--- src/rtl/uart_rx_fifo.sv ---
// 8N1 UART receiver with a show-ahead byte FIFO and sticky frame/overflow flags.
// Bit timing comes from a fixed CLK_DIV; dbg_state exposes the receive FSM state.
module uart_rx_fifo #(
    parameter int CLK_DIV    = 106,
    parameter int FIFO_DEPTH = 8
) (
    input  logic                        clk,
    input  logic                        reset,
    input  logic                        rx,
    output logic [7:0]                  rx_data,
    output logic                        rx_valid,
    input  logic                        rx_ready,
    output logic [$clog2(FIFO_DEPTH):0] level,
    output logic                        frame_err,
    output logic                        overflow,
    input  logic                        clr_err,
    output logic [2:0]                  dbg_state
);
    localparam int CW = $clog2(CLK_DIV);
    localparam int AW = $clog2(FIFO_DEPTH);
    localparam logic [CW-1:0] LAST_CNT = CW'(CLK_DIV - 1);
    localparam logic [CW-1:0] HALF_CNT = CW'(CLK_DIV / 2 - 1);
    localparam logic [AW:0]   FULL_LVL = (AW+1)'(FIFO_DEPTH);

    typedef enum logic [2:0] {
        S_IDLE      = 3'd0,
        S_START     = 3'd1,
        S_DATA      = 3'd2,
        S_STOP      = 3'd3,
        S_WAIT_HIGH = 3'd4
    } state_t;

    state_t          r_state;
    logic [1:0]      r_sync;
    logic [CW-1:0]   r_cnt;
    logic [2:0]      r_idx;
    logic [7:0]      r_sh;
    logic [7:0]      r_mem [FIFO_DEPTH];
    logic [AW-1:0]   r_wp;
    logic [AW-1:0]   r_rp;
    logic [AW:0]     r_level;
    logic            r_frame_err;
    logic            r_overflow;

    logic w_rx_s;
    logic w_bit_end;
    logic w_stop_samp;
    logic w_push;
    logic w_frame_evt;
    logic w_pop;
    logic w_push_ok;
    logic w_drop;

    assign w_rx_s      = r_sync[1];
    assign w_bit_end   = (r_cnt == LAST_CNT);
    assign w_stop_samp = (r_state == S_STOP) && w_bit_end;
    assign w_push      = w_stop_samp && w_rx_s;
    assign w_frame_evt = w_stop_samp && !w_rx_s;
    assign w_pop       = rx_valid && rx_ready;
    // A full FIFO still accepts a byte when the head is popped in the same cycle.
    assign w_push_ok   = w_push && ((r_level != FULL_LVL) || w_pop);
    assign w_drop      = w_push && !w_push_ok;

    assign rx_valid  = (r_level != '0);
    assign rx_data   = r_mem[r_rp];
    assign level     = r_level;
    assign frame_err = r_frame_err;
    assign overflow  = r_overflow;
    assign dbg_state = r_state;

    always_ff @(posedge clk) begin
        if (reset) begin
            r_sync  <= 2'b11;
            r_state <= S_IDLE;
            r_cnt   <= '0;
            r_idx   <= '0;
            r_sh    <= '0;
        end else begin
            r_sync <= {r_sync[0], rx};
            case (r_state)
                S_IDLE: begin
                    if (!w_rx_s) begin
                        r_state <= S_START;
                        r_cnt   <= '0;
                    end
                end
                S_START: begin
                    if (r_cnt == HALF_CNT) begin
                        r_cnt   <= '0;
                        r_idx   <= '0;
                        r_state <= w_rx_s ? S_IDLE : S_DATA;
                    end else begin
                        r_cnt <= r_cnt + CW'(1);
                    end
                end
                S_DATA: begin
                    if (w_bit_end) begin
                        r_cnt <= '0;
                        r_sh  <= {w_rx_s, r_sh[7:1]};
                        r_idx <= r_idx + 3'd1;
                        if (r_idx == 3'd7) begin
                            r_state <= S_STOP;
                        end
                    end else begin
                        r_cnt <= r_cnt + CW'(1);
                    end
                end
                S_STOP: begin
                    // Leaving at mid-stop-bit leaves half a bit of slack for the next start edge.
                    if (w_bit_end) begin
                        r_cnt   <= '0;
                        r_state <= w_rx_s ? S_IDLE : S_WAIT_HIGH;
                    end else begin
                        r_cnt <= r_cnt + CW'(1);
                    end
                end
                S_WAIT_HIGH: begin
                    if (w_rx_s) begin
                        r_state <= S_IDLE;
                    end
                end
                default: r_state <= S_IDLE;
            endcase
        end
    end

    always_ff @(posedge clk) begin
        if (w_push_ok) begin
            r_mem[r_wp] <= r_sh;
        end
    end

    always_ff @(posedge clk) begin
        if (reset) begin
            r_wp        <= '0;
            r_rp        <= '0;
            r_level     <= '0;
            r_frame_err <= 1'b0;
            r_overflow  <= 1'b0;
        end else begin
            if (w_push_ok) begin
                r_wp <= r_wp + AW'(1);
            end
            if (w_pop) begin
                r_rp <= r_rp + AW'(1);
            end
            case ({w_push_ok, w_pop})
                2'b10:   r_level <= r_level + (AW+1)'(1);
                2'b01:   r_level <= r_level - (AW+1)'(1);
                default: r_level <= r_level;
            endcase
            // A new error event outranks a clear in the same cycle.
            if (w_frame_evt) begin
                r_frame_err <= 1'b1;
            end else if (clr_err) begin
                r_frame_err <= 1'b0;
            end
            if (w_drop) begin
                r_overflow <= 1'b1;
            end else if (clr_err) begin
                r_overflow <= 1'b0;
            end
        end
    end
endmodule

--- config.mk ---
export PLATFORM = sky130hd
export DESIGN_NAME = uart_rx_fifo
export DESIGN_NICKNAME = d
export VERILOG_FILES = /design/src/rtl/uart_rx_fifo.sv
export SDC_FILE = /design/constraint.sdc
export NUM_CORES = 1
export LEC_CHECK = 0
export BUFFER_PORTS_ARGS = -buffer_cell sky130_fd_sc_hd__buf_2
export CORE_AREA = 2 2 107 109
export CTS_CLUSTER_SIZE = 12
export DETAILED_ROUTE_END_ITERATION = 8
export DIE_AREA = 0 0 109 111
export PLACE_DENSITY_LB_ADDON = 0.12
export SYNTH_ARGS = -nofsm -noshare
export SYNTH_HDL_FRONTEND = slang
export SYNTH_SLANG_ARGS = --single-unit
--- constraint.sdc ---
create_clock -name clk -period 3.6 [get_ports clk]
set_clock_uncertainty 0.05 [all_clocks]
set_input_delay 0.18 -clock clk [delete_from_list [all_inputs] [get_ports clk]]
set_output_delay 0.18 -clock clk [all_outputs]
set_load 0.01 [all_outputs]
==> flow_summary.yaml, run 1 <==
floorplan:
  io_pins: 23
  die-area_um2: 12100
  die_y_um: 111
  row_count: 39
  initial_core_util_pct: 38.9
  dieWidth_um: 109
  core_area_um2: 11100
drt:
  wirelength_mm: 8.15
  firstDrtPassIters: 4
  dr.first_iter.drc_count: 153
  drc: 0
  routed-via-count: 2481
  drt.antenna.violating_nets: 0
  routedWlPerCell_um: 16.6
  routed_via_density: 5.05
sta:
  holdWs_ns: 0.127
  finalHoldViolations: 0
  setup_viol: 0
  relSlewSlack_pct: 43.1
  setup_tns_ns: 0
  rsz0062_at_grt: "false"
  worst_pin_slew_ns: 0.852
  final_max_slew_viol_count: 0
  layout_worst_path_cycle_share_pct: 76.7
  post-route-min-period_ns: 2.76
  max_freq_mhz: 362
  worst_slack_ns: 0.838
logic_synthesis:
  synth_most_common_cell: "edfxtp_1"
  yosysWarnings: 0
  yosys.area.top_type_share_pct: 44.6
  synth_edf_count: 64
  ys_seq_area_share_pct: 62.2
  synth_common_cells: "64 x edfxtp_1, 38 x dfxtp_1, 25 x nand2_1"
  synth_cell_types: 52
  syn_avg_cell_area_um2: 13.7
  synth_top_area_cell: "edfxtp_1"
  async_flop_share_pct: 0
  ys_ff_latch: 102
  synth_flop_cell: "edfxtp_1"
  synth_cells: 314
  syn-cell-area_um2: 4310
  syn-num-nets: 329
  synth_area_leaders: "edfxtp_1 45%, dfxtp_1 18%, mux4_2 8.4%"
worst_setup_path:
  crit_fanout: 9
  crit_chain: "nand2b_1, or4_4, and2_2, ha_1, a21o_1, a21oi_1, and3_2, o21ai_0, nor3b_2"
  rrSetupSlack_ns: 0.84
  critPathRequiredTime_ns: 3.75
  critPathKind: "reg2reg"
  start_kind: "flop"
  slowest_delay_ns: 0.56
  cp-end-kind: "flop"
  worstPathArrival_ns: 2.91
  crit_slowest_cell: "or4_4"
global_routing:
  grt_pass1_wl_mm: 13.4
  grtUsageTotal_pct: 14.9
  grt_max_degree: 39
  antenna_found_initial: 0
  grt.overflow.total: 0
  grt_pass1_vias: 2458
job:
  max_cap_violations: 0
placed_design:
  place.gp.congestion: 0.768
  dp_slack_ns: 0.843
  dp_hpwl_mm: 5.25
  dp.cells: 474
  port_buffers: 22
finish:
  post-route-util_pct: 44.2
  stdcell_count: 491
  syn_to_final_growth_pct: 13.7
  drive_gt1_share_pct: 25.3
  num-nets-final: 358
  diodes: 0
power_and_ir_drop:
  powerDensity_nw_per_um2: 492
  power.leakage_uw: 0.00167
  ir_drop_uv: 212
clock_network:
  clockBufferDepth: 2
  cts.sinks: 102
  clkTransAtPathRegs_ns: 0.07
  cts_setup_buffers: 0
  clockRootBuffer: "clkbuf_16"
  cts_max_level: 3
  cts_made_buffers: 9
  clock_latency_ns: 0.34
  cts_tree: "yes"
status:
  status: "finished clean"
hold_path:
  hp-class: "in2reg"
## metal layers
metal / GRT usage, % / routed length, µm / vias to the layer above
li1: - / - / 1233
met1: 20.0 / 4020 / 1211
met5: 0 / 0 / -
met3: 4.17 / 220 / 6
met4: 4.10 / 89 / 0
met2: 23.6 / 3830 / 31
## what timing repair did
item | in CTS | in global routing
endpoints found under the setup margin | 0 | 0
hold buffers | 1 | 0
hold endpoints to repair | 1 | 0
resized for setup | 0 | 0
## power breakdown
part / switching, µW / leakage, µW / internal, µW
clock network: 450 / 0.000145 / 486
logic: 104 / 0.000626 / 109
registers: 22.5 / 0.000900 / 1240
## final timing paths
kind,from,to,cells past startpoint
setup / recovery,dbg_state[1],level[3],9
hold / removal,clr_err,frame_err,3
setup reg to reg,dbg_state[1],level[3],9
hold reg to reg,r_sync[0],r_sync[1],1
## layout by cell type (no fill, tap or decap), types with 3 or more instances in the layout
cell type / instances
a21oi_1: 15
a22oi_1: 4
a31oi_1: 3
buf_2: 22
buf_4: 10
clkbuf_16: 9
dfxtp_1: 38
edfxtp_1: 64
ha_1: 9
inv_1: 14
mux2_2: 8
mux2i_1: 5
mux4_2: 16
nand2_1: 25
nand2b_1: 5
nand3_1: 4
nor2_1: 24
nor3_1: 12
nor4_1: 4
nor4_2: 3
o21ai_0: 4
or3_1: 3
or4_1: 3
xnor2_1: 3
## sequential cells by signal, summed over array words and instances (netlist names), 2 cells and up, named ones only
signal / cells
dbg_state: 3
level: 4
r_cnt: 7
r_idx: 3
r_mem: 64
r_rp: 3
r_sh: 8
r_sync: 2
r_wp: 3
## metrics by stage
step / total power, µW / instance area [µm²]
final: 2410 / 4900
after global routing: 2520 / 4900
after CTS: 2440 / 4900
after detailed placement: 1510 / 4600
after global placement: 1510 / 4600
after floorplan: 1460 / 4310
## area by class of cell
class	count	area, µm²
Multi-Input combinational cell	183	1500
Sequential cell	102	2680
Timing Repair Buffer	33	195
Tap cell	143	179
Inverter	14	52.6
Fill cell	999	6180
Clock inverter	7	67.6
Clock buffer	9	225
## worst max-delay path: cells and delay by family (launching register included)
family | cells | cell delay [ns]
AND/OR/NAND/NOR | 5 | 1.40
adder cells (fa/ha/maj) | 1 | 0.27
AO/OA/AOI/OAI | 3 | 0.46
flip-flops | 1 | 0.45
## cell families (layout without fill, tap and decap cells)
group | count (synthesis) | after routing | share of synthesized area [%]
AOI/OAI and AO/OA | 39 | 39 | 5.81
xor gates and xnor gates | 5 | 5 | 1.02
adders and majority gates | 10 | 10 | 3.08
buffers and inverters | 29 | 63 | 3.14
DFF | 102 | 102 | 62.2
muxes | 30 | 30 | 11.9
and+or+nand+nor | 99 | 99 | 12.8
Power figures use the tool's default switching activity.
==> inputs of run 2 (changes only) <==
==> constraint.sdc (replaced) <==
create_clock -name clk -period 2.55 [get_ports clk]
set_clock_uncertainty 0.05 [all_clocks]
set_input_delay 0.1275 -clock clk [delete_from_list [all_inputs] [get_ports clk]]
set_output_delay 0.1275 -clock clk [all_outputs]
set_load 0.01 [all_outputs]
==> flow_summary.yaml, run 2 (synthesized netlist as in run 1, its figures left out) <==
status:
  status: "finished clean"
drt:
  wirelength_mm: 8.50
  routed-via-count: 2622
  routedWlPerCell_um: 16.7
  firstDrtPassIters: 4
  drt.antenna.violating_nets: 0
  routed_via_density: 5.15
  dr.first_iter.drc_count: 99
  drc: 0
worst_setup_path:
  critPathRequiredTime_ns: 2.70
  critPathKind: "reg2reg"
  r2r-start: "r_cnt[4]"
  rrSetupSlack_ns: 0.09
  start_kind: "flop"
  worstPathArrival_ns: 2.62
  crit_buf_inv: 0
  crit_fanout: 4
  crit_end: "level[3]"
  crit_slowest_cell: "or4_4"
  cp-end-kind: "flop"
  cp_num_cells: 9
  path_delay_family: "simple AND/OR/NAND/NOR gates"
  crit_start: "r_cnt[4]"
  r2r_end: "level[3]"
  reg2regPathDepth: 9
  slowest_delay_ns: 0.53
  crit_chain: "nand4bb_4, or4_4, and2_4, ha_1, a21o_1, a21oi_2, and3_4, o21ai_1, nor3b_2"
finish:
  syn_to_final_growth_pct: 18.1
  reg_top3: "r_mem: 64 flops, r_sh: 8 flops, r_cnt: 7 flops"
  largest_reg_flops: 64
  layout_commonest_cell: "edfxtp_1"
  fillers: 1005
  diodes: 0
  num-nets-final: 376
  regMostFlops: "r_mem"
  stdcell_count: 509
  mostFrequentLayoutCells: "64 x edfxtp_1, 33 x dfxtp_1, 28 x buf_4, 25 x nand2_1, 24 x nor2_1"
  design_area_um2: 5090
  drive_gt1_share_pct: 31.1
  post-route-util_pct: 46.0
floorplan:
  die-area_um2: 12100
  core_area_um2: 11100
  dieWidth_um: 109
  row_count: 39
  die_y_um: 111
  initial_core_util_pct: 38.9
  io_pins: 23
placed_design:
  dp.cells: 492
  port_buffers: 22
  place_area_um2: 4740
  dp_slack_ns: -0.0237
  place.gp.congestion: 0.807
  dp_hpwl_mm: 5.63
sta:
  finalHoldViolations: 0
  setup_viol: 0
  post-route-min-period_ns: 2.46
  worst_slack_ns: 0.0850
  final_max_slew_viol_count: 0
  max_freq_mhz: 406
  layout_worst_path_cycle_share_pct: 96.7
  holdWs_ns: 0.0563
  worst_pin_slew_ns: 0.744
  relSlewSlack_pct: 50.4
global_routing:
  grt_pass1_vias: 2636
  grtUsageTotal_pct: 15.2
  grt.overflow.total: 0
  grt_max_degree: 39
  grt_pass1_wl_mm: 13.7
  antenna_found_initial: 0
power_and_ir_drop:
  switching_share_pct: 22.3
  seq_power_share_pct: 50.2
  power.leakage_uw: 0.00176
  powerDensity_nw_per_um2: 691
  ir_drop_uv: 285
  p_switching_uw: 785
  p_int_uw: 2730
  power.clock.fraction_pct: 39.2
  p_comb_share_pct: 10.6
clock_network:
  clkTransAtPathRegs_ns: 0.07
  clockRootBuffer: "clkbuf_16"
  cts_made_buffers: 9
  clock_latency_ns: 0.34
  cts_max_level: 3
  clockBufferDepth: 2
  cts.sinks: 102
  cts_tree: "yes"
  cts_setup_buffers: 0
job:
  max_cap_violations: 0
hold_path:
  hp-class: "in2reg"
[run 2: changes by cell type in the layout (fill, tap and decap cells not counted), moves of 2 or more]
cell      previous run  this run
buf_4               10        28
clkbuf_1             0         2
clkinv_4             2         0
dfxtp_1             38        33
dfxtp_2              0         5
[run 2: power groups by stage]
| stage | sequential (µW) | combinational, µW | clock, µW |
|---|---|---|---|
| floorplan | 1810 | 250 | 0 |
| global placement | 1800 | 354 | 0 |
| detailed placement | 1800 | 360 | 0 |
| CTS | 1760 | 367 | 1420 |
| global route | 1770 | 412 | 1480 |
| finish | 1770 | 374 | 1380 |
[run 2: cell type report]
type                            count  area, µm²  area share, %
Clock buffer                       12        246           4.84
Clock inverter                      4       55.1           1.08
Inverter                           14       52.6           1.03
Multi-Input combinational cell    183       1540           30.2
Sequential cell                   102       2690           52.8
Tap cell                          143        179           3.51
Timing Repair Buffer               51        330           6.49
[run 2: layer usage]
metal	track usage, %	up-vias	routed length (µm)
li1	-	1270	-
met1	19.2	1298	4000
met2	25.4	40	4130
met3	2.18	14	188
met4	6.92	0	182
met5	0	-	0
[run 2: timing repair]
item | in CTS | in global routing
pin swaps | 0 | 1
hold buffers | 1 | 0
endpoints found under the setup margin | 1 | 1
endpoints found under the hold margin | 1 | 0
resized for setup | 2 | 8
[run 2: worst min path at each step]
stage,to,depth (start not counted),startpoint
4_1_cts,frame_err,3,clr_err
2_1_floorplan,r_sync[0],1,rx
3_5_place_dp,r_sync[0],2,rx
5_1_grt,frame_err,3,clr_err
3_3_place_gp,r_sync[0],2,rx
6_report,frame_err,3,clr_err
[run 2: metrics by stage]
| step | power (µW) | TNS [ns] |
|---|---|---|
| after global placement | 2160 | 0 |
| final | 3520 | 0 |
| after CTS | 3550 | 0 |
| after global routing | 3660 | -0.0255 |
| after detailed placement | 2160 | -0.0237 |
| after floorplan | 2060 | 0 |
[run 2: worst min-delay path, delay by kind of cell]
kind | cells | cell delay, ns
buf+inv | 1 | 0.10
compound gates | 1 | 0.14
simple gates | 1 | 0.04
